`config.mk`:
```
export PLATFORM = sky130hd
export DESIGN_NAME = hall_period_meter
export DESIGN_NICKNAME = d
export VERILOG_FILES = /design/src/rtl/motor_pkg.sv /design/src/rtl/presc_tick_gen.sv /design/src/rtl/hall_period_meter.sv
export SDC_FILE = /design/constraint.sdc
export NUM_CORES = 1
export LEC_CHECK = 0
export BUFFER_PORTS_ARGS = -buffer_cell sky130_fd_sc_hd__buf_4
export CORE_ASPECT_RATIO = 1.25
export CORE_UTILIZATION = 30
export CTS_BUF_LIST = sky130_fd_sc_hd__clkbuf_8
export CTS_CLUSTER_SIZE = 12
export DETAILED_ROUTE_END_ITERATION = 6
export PLACE_DENSITY_LB_ADDON = 0.12
export RECOVER_POWER = 50
export SKIP_CTS_REPAIR_TIMING = 1
export SLEW_MARGIN = 20
export SYNTH_ARGS = -nofsm -noshare
export SYNTH_HDL_FRONTEND = slang
export SYNTH_SLANG_ARGS = --single-unit
```
`constraint.sdc`:
```
create_clock -name i_clk -period 5.5 [get_ports i_clk]
set_input_delay 1.375 -clock i_clk [delete_from_list [all_inputs] [get_ports i_clk]]
set_output_delay 1.375 -clock i_clk [all_outputs]
set_load 0.02 [all_outputs]
```
`src/rtl/motor_pkg.sv`:
```
// Shared types and defaults for the motor speed path (prescaler finder and period meter).
package motor_pkg;

  typedef enum logic [2:0] {
    IDLE,
    CALIB,
    SYNC,
    MEASURE,
    STALLED
  } meter_state_t;

  // Periods shorter than 1/8 of the counter range are considered too coarse.
  function automatic int recal_low_default(input int period_width);
    return 1 << (period_width - 3);
  endfunction

endpackage

```
`src/rtl/presc_tick_gen.sv`:
```
// Prescaled tick generator: one tick every i_presc+1 enabled clocks.
module presc_tick_gen #(
  parameter int K_PRESCWIDTH = 7
) (
  input  logic                    i_clk,
  input  logic                    i_rst,
  input  logic                    i_clear,
  input  logic                    i_en,
  input  logic [K_PRESCWIDTH-1:0] i_presc,
  output logic                    o_tick
);

  logic [K_PRESCWIDTH-1:0] div_reg;

  assign o_tick = i_en && (div_reg == i_presc);

  // Clear wins over counting so a restart always begins a full tick period.
  always_ff @(posedge i_clk) begin
    if (i_rst) begin
      div_reg <= '0;
    end else if (i_clear) begin
      div_reg <= '0;
    end else if (i_en) begin
      div_reg <= o_tick ? '0 : div_reg + K_PRESCWIDTH'(1);
    end
  end

endmodule

```
`src/rtl/hall_period_meter.sv`:
```
// Measures hall edge-to-edge period in prescaled ticks; requests recalibration
// from the prescaler finder on stall or insufficient resolution.
module hall_period_meter
  import motor_pkg::*;
#(
  parameter int K_PERIODWIDTH = 13,
  parameter int K_PRESCWIDTH  = 7,
  parameter int K_RECAL_LOW   = recal_low_default(K_PERIODWIDTH)
) (
  input  logic                     i_clk,
  input  logic                     i_rst,
  input  logic                     i_enable,
  input  logic                     i_reference_event,
  input  logic [K_PRESCWIDTH-1:0]  i_prescaler,
  input  logic                     i_prescaler_valid,
  output logic                     o_recal_req,
  output logic [K_PERIODWIDTH-1:0] o_period,
  output logic [K_PRESCWIDTH-1:0]  o_period_prescaler,
  output logic                     o_period_valid,
  output logic                     o_stalled
);

  localparam logic [K_PERIODWIDTH-1:0] RECAL_LOW = K_PERIODWIDTH'(K_RECAL_LOW);

  meter_state_t             state_reg, state_next;
  logic [K_PRESCWIDTH-1:0]  presc_reg, presc_next;
  logic [K_PERIODWIDTH-1:0] cnt_reg, cnt_next;
  logic [K_PERIODWIDTH-1:0] period_reg, period_next;
  logic [K_PRESCWIDTH-1:0]  period_presc_reg, period_presc_next;
  logic                     valid_reg, valid_next;
  logic                     recal_reg, recal_next;
  logic                     stalled_reg, stalled_next;

  logic                     tick;
  logic                     tick_en;
  logic                     div_clear;
  logic [K_PERIODWIDTH:0]   cnt_sum;
  logic [K_PERIODWIDTH-1:0] captured;

  assign tick_en = (state_reg == MEASURE);

  presc_tick_gen #(
    .K_PRESCWIDTH(K_PRESCWIDTH)
  ) u_tick_gen (
    .i_clk  (i_clk),
    .i_rst  (i_rst),
    .i_clear(div_clear),
    .i_en   (tick_en),
    .i_presc(presc_reg),
    .o_tick (tick)
  );

  // A tick landing on the event edge belongs to the period just ending.
  assign cnt_sum  = {1'b0, cnt_reg} + (K_PERIODWIDTH + 1)'(tick);
  assign captured = cnt_sum[K_PERIODWIDTH] ? '1 : cnt_sum[K_PERIODWIDTH-1:0];

  always_comb begin
    state_next        = state_reg;
    presc_next        = presc_reg;
    cnt_next          = cnt_reg;
    period_next       = period_reg;
    period_presc_next = period_presc_reg;
    valid_next        = 1'b0;
    recal_next        = 1'b0;
    stalled_next      = stalled_reg;
    div_clear         = 1'b0;

    if (!i_enable) begin
      state_next   = IDLE;
      stalled_next = 1'b0;
    end else begin
      case (state_reg)
        IDLE: begin
          state_next = CALIB;
          recal_next = 1'b1;
        end
        CALIB: begin
          if (i_prescaler_valid) begin
            presc_next = i_prescaler;
            state_next = SYNC;
          end
        end
        SYNC: begin
          if (i_reference_event) begin
            cnt_next   = '0;
            div_clear  = 1'b1;
            state_next = MEASURE;
          end
        end
        MEASURE: begin
          if (i_reference_event) begin
            period_next       = captured;
            period_presc_next = presc_reg;
            valid_next        = 1'b1;
            cnt_next          = '0;
            div_clear         = 1'b1;
            if (captured < RECAL_LOW) begin
              recal_next = 1'b1;
              state_next = CALIB;
            end
          end else if (tick) begin
            if (&cnt_reg) begin
              stalled_next = 1'b1;
              state_next   = STALLED;
            end else begin
              cnt_next = cnt_reg + K_PERIODWIDTH'(1);
            end
          end
        end
        STALLED: begin
          if (i_reference_event) begin
            stalled_next = 1'b0;
            recal_next   = 1'b1;
            state_next   = CALIB;
          end
        end
        default: state_next = IDLE;
      endcase
    end
  end

  always_ff @(posedge i_clk) begin
    if (i_rst) begin
      state_reg        <= IDLE;
      presc_reg        <= '0;
      cnt_reg          <= '0;
      period_reg       <= '0;
      period_presc_reg <= '0;
      valid_reg        <= 1'b0;
      recal_reg        <= 1'b0;
      stalled_reg      <= 1'b0;
    end else begin
      state_reg        <= state_next;
      presc_reg        <= presc_next;
      cnt_reg          <= cnt_next;
      period_reg       <= period_next;
      period_presc_reg <= period_presc_next;
      valid_reg        <= valid_next;
      recal_reg        <= recal_next;
      stalled_reg      <= stalled_next;
    end
  end

  assign o_recal_req        = recal_reg;
  assign o_period           = period_reg;
  assign o_period_prescaler = period_presc_reg;
  assign o_period_valid     = valid_reg;
  assign o_stalled          = stalled_reg;

endmodule
```
### After elaboration in Yosys (flattened, before gate mapping)

Index checks and enable logic that the tools add are counted.

* bits of input ports: 12
* bits in registers: 53
* output and inout bits: 23

* magnitude comparators: 1
* multiplexer cells: 26
* reductions and logical operators: 14
* bitwise gates (word level): 2
* $add $sub $neg: 3
* eq/ne operators: 15

Operator list (number)
* $mux W13: 5
* $pmux W13 S2: 1
* $mux W3: 7
* $pmux W3 S5: 1
* $add A13 B1 Y14: 1
* $add A13 B1 Y13 const B: 1
* $lt A13 B11 Y1 const B: 1
* $reduce_and A13 Y1: 1
* $ne A2 B2 Y1 const B: 6
* $ne A3 B3 Y1 const B: 4
* $reduce_and A5 Y1: 2
* $mux W1: 9
* $add A7 B1 Y7 const B: 1
* $eq A7 B7 Y1: 1
* $mux W7: 1
* $eq A3 B2 Y1 const B: 2
* $reduce_and A3 Y1: 2
* $reduce_and A6 Y1: 1
* $reduce_or A2 Y1: 3
* $reduce_bool A2 Y1: 2
* $eq A3 B1 Y1 const B: 1
* $eq A3 B3 Y1 const B: 1
* $logic_not A3 Y1: 1
* $pmux W1 S3: 1
* other kinds (4): 5

### Longest topological paths before layout

Gate-level depths: netlist (run 1).

* depth in word-level cells: 8
* mapped depth: 10

### Cells and area by module

A second synthesis (run 1) with hierarchy kept.

* cells, all modules: 311
* area total of the unflattened synthesis: 2668.8 um^2

By module, submodules not included
* hall_period_meter: cells each 268, seq. area each 920.9 um^2, instances 1, area each 2273.4 um^2
* presc_tick_gen: cells each 43, seq. area each 140.1 um^2, instances 1, area each 395.4 um^2

### Least setup slack after synthesis (run 1)

No wires, ideal clock.

* kind: in2reg
* start point: in i_enable
* end point: reg cnt_reg[11]
* path buffers: 1
* slack: 2781 ps
* arrival time: 2648 ps
* library setup time: 70 ps
* stages: 7
* cell sequence: and3b_1 buf_2 nand4_1 nor3b_1 a22oi_2 or4_1 a21oi_1

* word-level cells in the longest chain between the ends: 1

Ends and longest elaborated chain
* from (decl): RTL line hall_period_meter.sv:12 `input logic i_enable,`
* $reduce_and A5 Y1 (no source line)
* to (signal assigned): RTL line hall_period_meter.sv:135 `cnt_reg <= cnt_next;`
* to (decl): RTL line hall_period_meter.sv:27 `logic [K_PERIODWIDTH-1:0] cnt_reg, cnt_next;`

No other way between the ends.
A chain may end at the register's enable or synchronous reset.

### Worst setup path in the final report (run 1)

* start point: in i_reference_event
* end point: reg period_reg[5], in the netlist o_period[5]

* word-level cells in the longest chain between the ends: 1

Ends and longest elaborated chain
* from (decl): RTL line hall_period_meter.sv:13 `input logic i_reference_event,`
* $reduce_and A3 Y1 (no source line)
* to (signal assigned): RTL line hall_period_meter.sv:136 `period_reg <= period_next;`
* to (decl): RTL line hall_period_meter.sv:28 `logic [K_PERIODWIDTH-1:0] period_reg, period_next;`

No other way between the ends.

==> results of run 1 <==
-- where the power goes --
group	leakage (nW)	switching [mW]	total, mW	internal (mW)
clock network	0.0433	0.132	0.231	0.0999
registers	0.427	0.00328	0.389	0.386
logic	0.463	0.0226	0.0350	0.0124
-- critical path, delay by kind of cell --
| kind | cells | cell delay, ns |
|---|---|---|
| buf+inv | 1 | 0.52 |
| compound gates | 2 | 1.07 |
| simple gates | 1 | 0.52 |
-- placed cells by master, fill, tap and decap left out, drive strengths merged, types with 3 or more instances in the layout --
master,netlist,final
nand2b,8,8
xnor2,15,15
a22oi,7,7
nor3,6,6
nand3,10,10
nand2,31,31
inv,7,7
clkbuf,16,31
nor3b,3,3
a211oi,9,9
ha,4,4
mux2i,7,7
buf,5,9
a21oi,28,28
nand4,11,11
or4,5,5
nor2,35,35
or3,7,7
o22ai,3,3
o21ai,11,11
dfxtp,53,53
xor2,6,6
o31ai,5,5
-- final cells by class --
class | count | area [um2] | share of cell area (%)
clock buffers | 6 | 82.58 | 2.876
clock inverters | 1 | 7.507 | 0.2614
inverters | 7 | 26.28 | 0.9150
multi-input cells | 233 | 1411 | 49.15
flip-flops and latches | 53 | 1061 | 36.95
well taps | 97 | 121.4 | 4.227
repair buffers | 34 | 161.4 | 5.621
-- path summary, 6_finish.rpt --
check                                           start                     to  slack [ns]  depth (start not counted)
worst max-delay path                i_reference_event            o_period[5]        2.15                          4
worst min-delay path            o_period_prescaler[2]  o_period_prescaler[2]        0.46                          2
worst max register to register           state_reg[0]           state_reg[1]        2.30                          9
worst min register to register  o_period_prescaler[2]  o_period_prescaler[2]        0.46                          2
-- stage by stage --
| step | hold slack (ns) | utilization [%] | worst slack, ns | power [mW] |
|---|---|---|---|---|
| after global routing | 0.4726 | 34.65 | 1.890 | 0.6802 |
| after floorplan | 0.4567 | - | 2.781 | 0.4210 |
| after CTS | 0.4642 | 35.78 | 2.287 | 0.6678 |
| after detailed placement | 0.4497 | 34.70 | 2.292 | 0.4346 |
| after global placement | 0.4449 | 34.70 | 2.399 | 0.4346 |
| final | 0.4593 | 34.65 | 2.145 | 0.6556 |
-- kinds of logic after synthesis --
| logic type | synth area share [%] |
|---|---|
| and+or+nand+nor | 25.63 |
| AOI/OAI and AO/OA | 17.25 |
| DFF | 41.09 |
| buffers and inverters | 4.264 |
| xor gates and xnor gates | 7.122 |
| muxes | 2.713 |
| adders and majority gates | 1.938 |
-- metal layers --
| layer | part of all wire, % | global-route usage [%] |
|---|---|---|
| met1 | 51 | 19.16 |
| met2 | 44 | 21.95 |
| met3 | 3.7 | 2.897 |
| met4 | 1.5 | 5.206 |
| met5 | 0 | 0 |
==> impl_metrics.prom, run 1 <==
# TYPE chip_impl_metric gauge
chip_impl_metric{name="cts_inserted_buffers",unit=""} 5
chip_impl_metric{name="power.leakage",unit="nW"} 0.9342
chip_impl_metric{name="worst_pin_slew",unit="ns"} 0.9208
chip_impl_metric{name="design.die.area",unit="um2"} 8985
chip_impl_metric{name="postLayoutCellArea",unit="um2"} 2872
chip_impl_metric{name="synth_edf_count",unit=""} 0
chip_impl_metric{name="final_cells",unit=""} 431
chip_impl_info{name="run_status",value="completed"} 1
chip_impl_metric{name="drc_errors",unit=""} 0
chip_impl_metric{name="synth_area_per_cell",unit="um2"} 8.224
chip_impl_metric{name="fin_worst_skew",unit="ns"} 0.005624
chip_impl_metric{name="floorplan.initialDensity",unit="%"} 31.16
chip_impl_metric{name="dr.first_iter.drc_count",unit=""} 80
chip_impl_info{name="ys_top_cells_by_area",value="dfxtp_1 (41%), a21oi_1 (5.4%), nor2_1 (5.1%)"} 1
chip_impl_info{name="cts_tree",value="done"} 1
chip_impl_metric{name="clockBufferDepth",unit=""} 2
chip_impl_metric{name="boundaryPins",unit=""} 35
chip_impl_metric{name="gp_routability_congestion",unit=""} 0.7874
chip_impl_metric{name="synthArstFlopShare",unit="%"} 0
chip_impl_metric{name="wl_per_cell",unit="um"} 14.47
chip_impl_metric{name="syn_to_final_growth",unit="%"} 11.19
chip_impl_metric{name="setup_viol",unit=""} 0
chip_impl_metric{name="n_fill_cell",unit=""} 890
chip_impl_info{name="rsz0062_at_grt",value="false"} 1
chip_impl_info{name="synthDominantAreaCellType",value="dfxtp_1"} 1
chip_impl_metric{name="grt_max_degree",unit=""} 34
chip_impl_metric{name="placedInstanceArea",unit="um2"} 2875
chip_impl_metric{name="clock_latency",unit="ns"} 0.31
chip_impl_metric{name="number_of_storage_elements_in_the_synthesis_netlist",unit=""} 53
chip_impl_metric{name="final_min_period_over_clock_period",unit="%"} 61.00
chip_impl_info{name="post_synth_most_frequent_cells",value="dfxtp_1 (53), nor2_1 (35), nand2_1 (31)"} 1
chip_impl_metric{name="grt_residual_overflow",unit=""} 0
chip_impl_metric{name="netlist_area",unit="um2"} 2582
chip_impl_metric{name="numClockSinks",unit=""} 53
chip_impl_metric{name="cts.clk_slew.worst_paths",unit="ns"} 0.10
chip_impl_metric{name="hold_violations",unit=""} 0
chip_impl_metric{name="dr_total_vias",unit=""} 2269
chip_impl_metric{name="core_area",unit="um2"} 8287
chip_impl_info{name="path_class_of_the_lowest_slack_min_delay_path",value="reg2reg"} 1
chip_impl_metric{name="critical-path-max-stage-delay",unit="ns"} 0.87
chip_impl_metric{name="vdd.ir_drop.worst",unit="mV"} 0.1010
chip_impl_info{name="critical_path_cell_by_cell",value="clkbuf_1, nand3_1, a21oi_1, a22oi_1"} 1
chip_impl_metric{name="grt_pass1_wl",unit="mm"} 9.922
chip_impl_metric{name="critical_path_peak_fanout",unit=""} 18
chip_impl_metric{name="drt_wl_total",unit="mm"} 6.237
chip_impl_metric{name="via_count_of_the_first_global_routing_pass",unit=""} 1992
chip_impl_info{name="timing_worst_setup_path_type",value="in2reg"} 1
chip_impl_metric{name="die_h",unit="um"} 105.7
chip_impl_info{name="synth-main-ff-cell",value="dfxtp_1"} 1
chip_impl_metric{name="yosys_warnings",unit=""} 0
chip_impl_info{name="slowest_stage",value="a21oi_1"} 1
chip_impl_info{name="clockRootBuffer",value="clkbuf_8"} 1
chip_impl_metric{name="required_worst_endpoint",unit="ns"} 5.65
chip_impl_metric{name="final-max-slew-violation-count",unit=""} 0
chip_impl_metric{name="critPathArrivalTime",unit="ns"} 3.51
chip_impl_metric{name="cts_max_level",unit=""} 2
chip_impl_metric{name="max_slew_margin",unit="%"} 38.61
chip_impl_metric{name="ant_nets",unit=""} 0
chip_impl_metric{name="place_hpwl",unit="mm"} 4.464
chip_impl_metric{name="antenna_found_initial",unit=""} 0
chip_impl_metric{name="dpl.cell_count",unit=""} 424
chip_impl_metric{name="rows",unit=""} 37
chip_impl_metric{name="ys_types",unit=""} 44
chip_impl_metric{name="power_density",unit="nW/um2"} 228.3
chip_impl_metric{name="fin_tns_setup",unit="ns"} 0
chip_impl_metric{name="max_cap_violations",unit=""} 0
chip_impl_metric{name="io_buffers",unit=""} 34
chip_impl_info{name="timing.critical_path.from_type",value="input pin"} 1
chip_impl_metric{name="viasPerCell",unit=""} 5.265
chip_impl_info{name="synthMostInstantiatedCell",value="dfxtp_1"} 1
chip_impl_metric{name="die_span_x",unit="um"} 84.99
chip_impl_metric{name="post-route-min-period",unit="ns"} 3.355
chip_impl_info{name="critical_path.endpoint_type",value="flop"} 1
chip_impl_metric{name="nNetsFinal",unit=""} 350
chip_impl_metric{name="layout-drive-gt1-share",unit="%"} 6.287
chip_impl_metric{name="syn-instance-count",unit=""} 314
chip_impl_metric{name="drt_pre_antenna_iters",unit=""} 5
chip_impl_metric{name="timing.fmax",unit="GHz"} 0.2981
chip_impl_metric{name="synth_top_area_share",unit="%"} 41.09
chip_impl_metric{name="yosysSeqAreaShare",unit="%"} 41.09
chip_impl_metric{name="post_synthesis_net_count",unit=""} 330
chip_impl_metric{name="grt_usage",unit="%"} 14.11
chip_impl_metric{name="antennaDiodeCount",unit=""} 0
No activity file was read; power rests on OpenSTA's default activity.
==> run 2, diff against run 1 <==
--- a/config.mk
+++ b/config.mk
@@ -5,6 +5,7 @@
 export SDC_FILE = /design/constraint.sdc
 export NUM_CORES = 1
 export LEC_CHECK = 0
+export ABC_AREA = 1
 export BUFFER_PORTS_ARGS = -buffer_cell sky130_fd_sc_hd__buf_4
 export CORE_ASPECT_RATIO = 1.25
 export CORE_UTILIZATION = 30
==> constraint.sdc (replaced) <==
create_clock -name i_clk -period 3.1 [get_ports i_clk]
set_input_delay 0.775 -clock i_clk [delete_from_list [all_inputs] [get_ports i_clk]]
set_output_delay 0.775 -clock i_clk [all_outputs]
set_load 0.02 [all_outputs]
==> run 2 against run 1 <==
Against the previous run: final cell count rose by 28%; global-route usage rose by 3.1 points; combinational power rose by 140%; clock-buffer cell count fell by 1; final area rose by 9.4%; die area rose by 8.0%; critical path type is now reg2reg; critical endpoint is now state_reg[1]; largest cell class unchanged; largest power group unchanged.
==> impl_metrics.prom, run 2 <==
# TYPE chip_impl_metric gauge
chip_impl_metric{name="yosysSeqAreaShare",unit="%"} 37.99
chip_impl_metric{name="critical_path_peak_fanout",unit=""} 4
chip_impl_metric{name="gp_routability_congestion",unit=""} 0.8991
chip_impl_metric{name="power.leakage",unit="nW"} 1.202
chip_impl_metric{name="final_cells",unit=""} 553
chip_impl_metric{name="p_switching",unit="mW"} 0.3192
chip_impl_metric{name="clockBufferDepth",unit=""} 2
chip_impl_metric{name="placedInstanceArea",unit="um2"} 3146
chip_impl_metric{name="worst_pin_slew",unit="ns"} 1.105
chip_impl_info{name="run_status",value="completed"} 1
chip_impl_metric{name="grt_max_degree",unit=""} 30
chip_impl_metric{name="antenna_found_initial",unit=""} 0
chip_impl_metric{name="die_h",unit="um"} 109.9
chip_impl_metric{name="grt_residual_overflow",unit=""} 0
chip_impl_metric{name="drc_errors",unit=""} 0
chip_impl_metric{name="max_cap_violations",unit=""} 0
chip_impl_metric{name="required_worst_endpoint",unit="ns"} 3.33
chip_impl_metric{name="timing.fmax",unit="GHz"} 0.3762
chip_impl_metric{name="layout-drive-gt1-share",unit="%"} 12.33
chip_impl_metric{name="p_int",unit="mW"} 0.8779
chip_impl_info{name="timing_worst_setup_path_type",value="reg2reg"} 1
chip_impl_metric{name="cts_max_level",unit=""} 2
chip_impl_metric{name="power_density",unit="nW/um2"} 381.0
chip_impl_metric{name="dpl.cell_count",unit=""} 545
chip_impl_metric{name="grt_pass1_wl",unit="mm"} 12.36
chip_impl_metric{name="numClockSinks",unit=""} 53
chip_impl_metric{name="post_synthesis_net_count",unit=""} 413
chip_impl_metric{name="synth_edf_count",unit=""} 0
chip_impl_metric{name="antennaDiodeCount",unit=""} 0
chip_impl_metric{name="rows",unit=""} 39
chip_impl_metric{name="wl_per_cell",unit="um"} 14.04
chip_impl_metric{name="swShare",unit="%"} 26.66
chip_impl_metric{name="io_buffers",unit=""} 34
chip_impl_metric{name="synthArstFlopShare",unit="%"} 0
chip_impl_info{name="timing.critical_path.from_type",value="flop"} 1
chip_impl_metric{name="ys_types",unit=""} 34
chip_impl_metric{name="cts.clk_slew.worst_paths",unit="ns"} 0.10
chip_impl_info{name="cts_tree",value="done"} 1
chip_impl_metric{name="floorplan.initialDensity",unit="%"} 30.77
chip_impl_metric{name="core_area",unit="um2"} 9076
chip_impl_info{name="synthDominantAreaCellType",value="dfxtp_1"} 1
chip_impl_metric{name="post-route-min-period",unit="ns"} 2.658
chip_impl_metric{name="yosys_warnings",unit=""} 0
chip_impl_info{name="synth-main-ff-cell",value="dfxtp_1"} 1
chip_impl_metric{name="netlist_area",unit="um2"} 2793
chip_impl_info{name="final_cell_mix",value="nand2_1 (84), dfxtp_1 (53), inv_1 (47), nor2_1 (47), clkbuf_1 (26)"} 1
chip_impl_metric{name="viasPerCell",unit=""} 4.720
chip_impl_metric{name="fin_tns_setup",unit="ns"} 0
chip_impl_metric{name="grt_usage",unit="%"} 17.24
chip_impl_metric{name="syn-instance-count",unit=""} 397
chip_impl_metric{name="max_slew_margin",unit="%"} 26.35
chip_impl_metric{name="vdd.ir_drop.worst",unit="mV"} 0.1741
chip_impl_metric{name="finalWorstSetupSlack",unit="ns"} 0.4417
chip_impl_metric{name="place_hpwl",unit="mm"} 6.025
chip_impl_metric{name="postLayoutCellArea",unit="um2"} 3142
chip_impl_info{name="critical_path.endpoint_type",value="flop"} 1
chip_impl_metric{name="n_fill_cell",unit=""} 1008
chip_impl_metric{name="clock_power_share",unit="%"} 34.9
chip_impl_metric{name="design.die.area",unit="um2"} 9701
chip_impl_info{name="post_synth_most_frequent_cells",value="nand2_1 (84), dfxtp_1 (53), inv_1 (47), nor2_1 (47), a21oi_1 (26)"} 1
chip_impl_info{name="synthMostInstantiatedCell",value="nand2_1"} 1
chip_impl_metric{name="final-max-slew-violation-count",unit=""} 0
chip_impl_metric{name="drt_wl_total",unit="mm"} 7.762
chip_impl_metric{name="cts_inserted_buffers",unit=""} 5
chip_impl_metric{name="ant_nets",unit=""} 0
chip_impl_metric{name="final_min_period_over_clock_period",unit="%"} 85.75
chip_impl_metric{name="dr.first_iter.drc_count",unit=""} 95
chip_impl_metric{name="combinationalPowerShare",unit="%"} 7.0
chip_impl_metric{name="boundaryPins",unit=""} 35
chip_impl_info{name="clockRootBuffer",value="clkbuf_8"} 1
chip_impl_metric{name="hold_violations",unit=""} 0
chip_impl_metric{name="syn_to_final_growth",unit="%"} 12.50
chip_impl_metric{name="synth_top_area_share",unit="%"} 37.99
chip_impl_metric{name="setup_viol",unit=""} 0
chip_impl_metric{name="via_count_of_the_first_global_routing_pass",unit=""} 2489
chip_impl_metric{name="nNetsFinal",unit=""} 445
chip_impl_metric{name="clock_latency",unit="ns"} 0.32
chip_impl_info{name="ys_top_cells_by_area",value="dfxtp_1 (38%), nand2_1 (11%), inv_1 (6.3%)"} 1
chip_impl_metric{name="synth_area_per_cell",unit="um2"} 7.034
chip_impl_metric{name="fin_worst_skew",unit="ns"} 0.009638
chip_impl_metric{name="number_of_storage_elements_in_the_synthesis_netlist",unit=""} 53
chip_impl_info{name="final_common_cell",value="nand2_1"} 1
chip_impl_metric{name="critPathArrivalTime",unit="ns"} 2.89
chip_impl_info{name="rsz0062_at_grt",value="false"} 1
chip_impl_metric{name="pre_cts_slack",unit="ns"} 0.4112
chip_impl_metric{name="drt_pre_antenna_iters",unit=""} 5
chip_impl_info{name="path_class_of_the_lowest_slack_min_delay_path",value="reg2reg"} 1
chip_impl_metric{name="dr_total_vias",unit=""} 2610
chip_impl_metric{name="die_span_x",unit="um"} 88.30
chip_impl_metric{name="seq_power_share",unit="%"} 58.1
==> run 2: cell count changes in the layout (fill, tap and decap cells not counted), sizes merged, moves of 9 or more <==
cell	change
nand2	+62
o21ai	+16
inv	+46
nor2	+18
a211oi	-9
xnor2	-10
nand3	+11
==> run 2: critical path, stage by stage (launching register included) <==
cell and delay (ns):
dfxtp_1 0.41, inv_1 0.10, nand2_1 0.06, nand2_1 0.04, nor2_1 0.10, nand2_1 0.10, nor2_1 0.17, nand2_1 0.09
inv_1 0.10, ha_1 0.21, ha_1 0.20, nand3_1 0.15, nor2_1 0.17, nand3_1 0.11, a21oi_2 0.17, nand3_1 0.14
nand2_1 0.09, nand3_1 0.07, nand2_1 0.06, inv_1 0.03
==> run 2: layout make-up <==
| class | instances | area (um2) | share of cell area [%] |
|---|---|---|---|
| Multi-Input combinational cell | 278 | 1450 | 46.16 |
| Sequential cell | 53 | 1061 | 33.77 |
| Inverter | 53 | 198.9 | 6.332 |
| Timing Repair Buffer | 38 | 187.7 | 5.974 |
| Tap cell | 123 | 153.9 | 4.898 |
| Clock buffer | 5 | 68.82 | 2.190 |
| Clock inverter | 3 | 21.27 | 0.6770 |
==> run 2: power groups by stage <==
stage | clock (mW) | sequential [mW] | combinational (mW)
after global placement | 0 | 0.712 | 0.0879
after floorplan | 0 | 0.713 | 0.0531
after detailed placement | 0 | 0.712 | 0.0879
after CTS | 0.440 | 0.696 | 0.0884
after global routing | 0.465 | 0.697 | 0.0932
final | 0.418 | 0.696 | 0.0833
==> run 2: cell families after synthesis <==
| logic type | synth area share [%] |
|---|---|
| fa+ha+maj | 1.792 |
| buf+inv | 10.21 |
| xor+xnor | 4.704 |
| simple gates | 29.52 |
| flops | 37.99 |
| compound gates | 15.77 |
==> run 2: routing by layer <==
layer,vias up,global-route usage [%],wire (um)
met5,-,0,0
met4,0,8.295,279
met3,17,3.453,235
met2,45,31.43,3942
met1,1202,18.76,3305
li1,1346,-,-
==> run 2: path summary, 6_finish.rpt <==
| check | start | end | slack [ns] | cells after the start |
|---|---|---|---|---|
| setup / recovery | u_tick_gen.div_reg[2] | state_reg[1] | 0.44 | 19 |
| hold / removal | o_period[9] | o_period[9] | 0.49 | 2 |
| setup reg to reg | u_tick_gen.div_reg[2] | state_reg[1] | 0.44 | 19 |
| hold reg to reg | o_period[9] | o_period[9] | 0.49 | 2 |
==> run 2: stage by stage <==
stage | utilization (%) | power [mW] | hold WS (ns)
after floorplan | - | 0.7660 | 0.4635
after global placement | 34.66 | 0.7996 | 0.4680
after detailed placement | 34.66 | 0.7994 | 0.4755
after CTS | 35.65 | 1.224 | 0.4972
after global routing | 34.62 | 1.256 | 0.5204
final | 34.62 | 1.197 | 0.4862
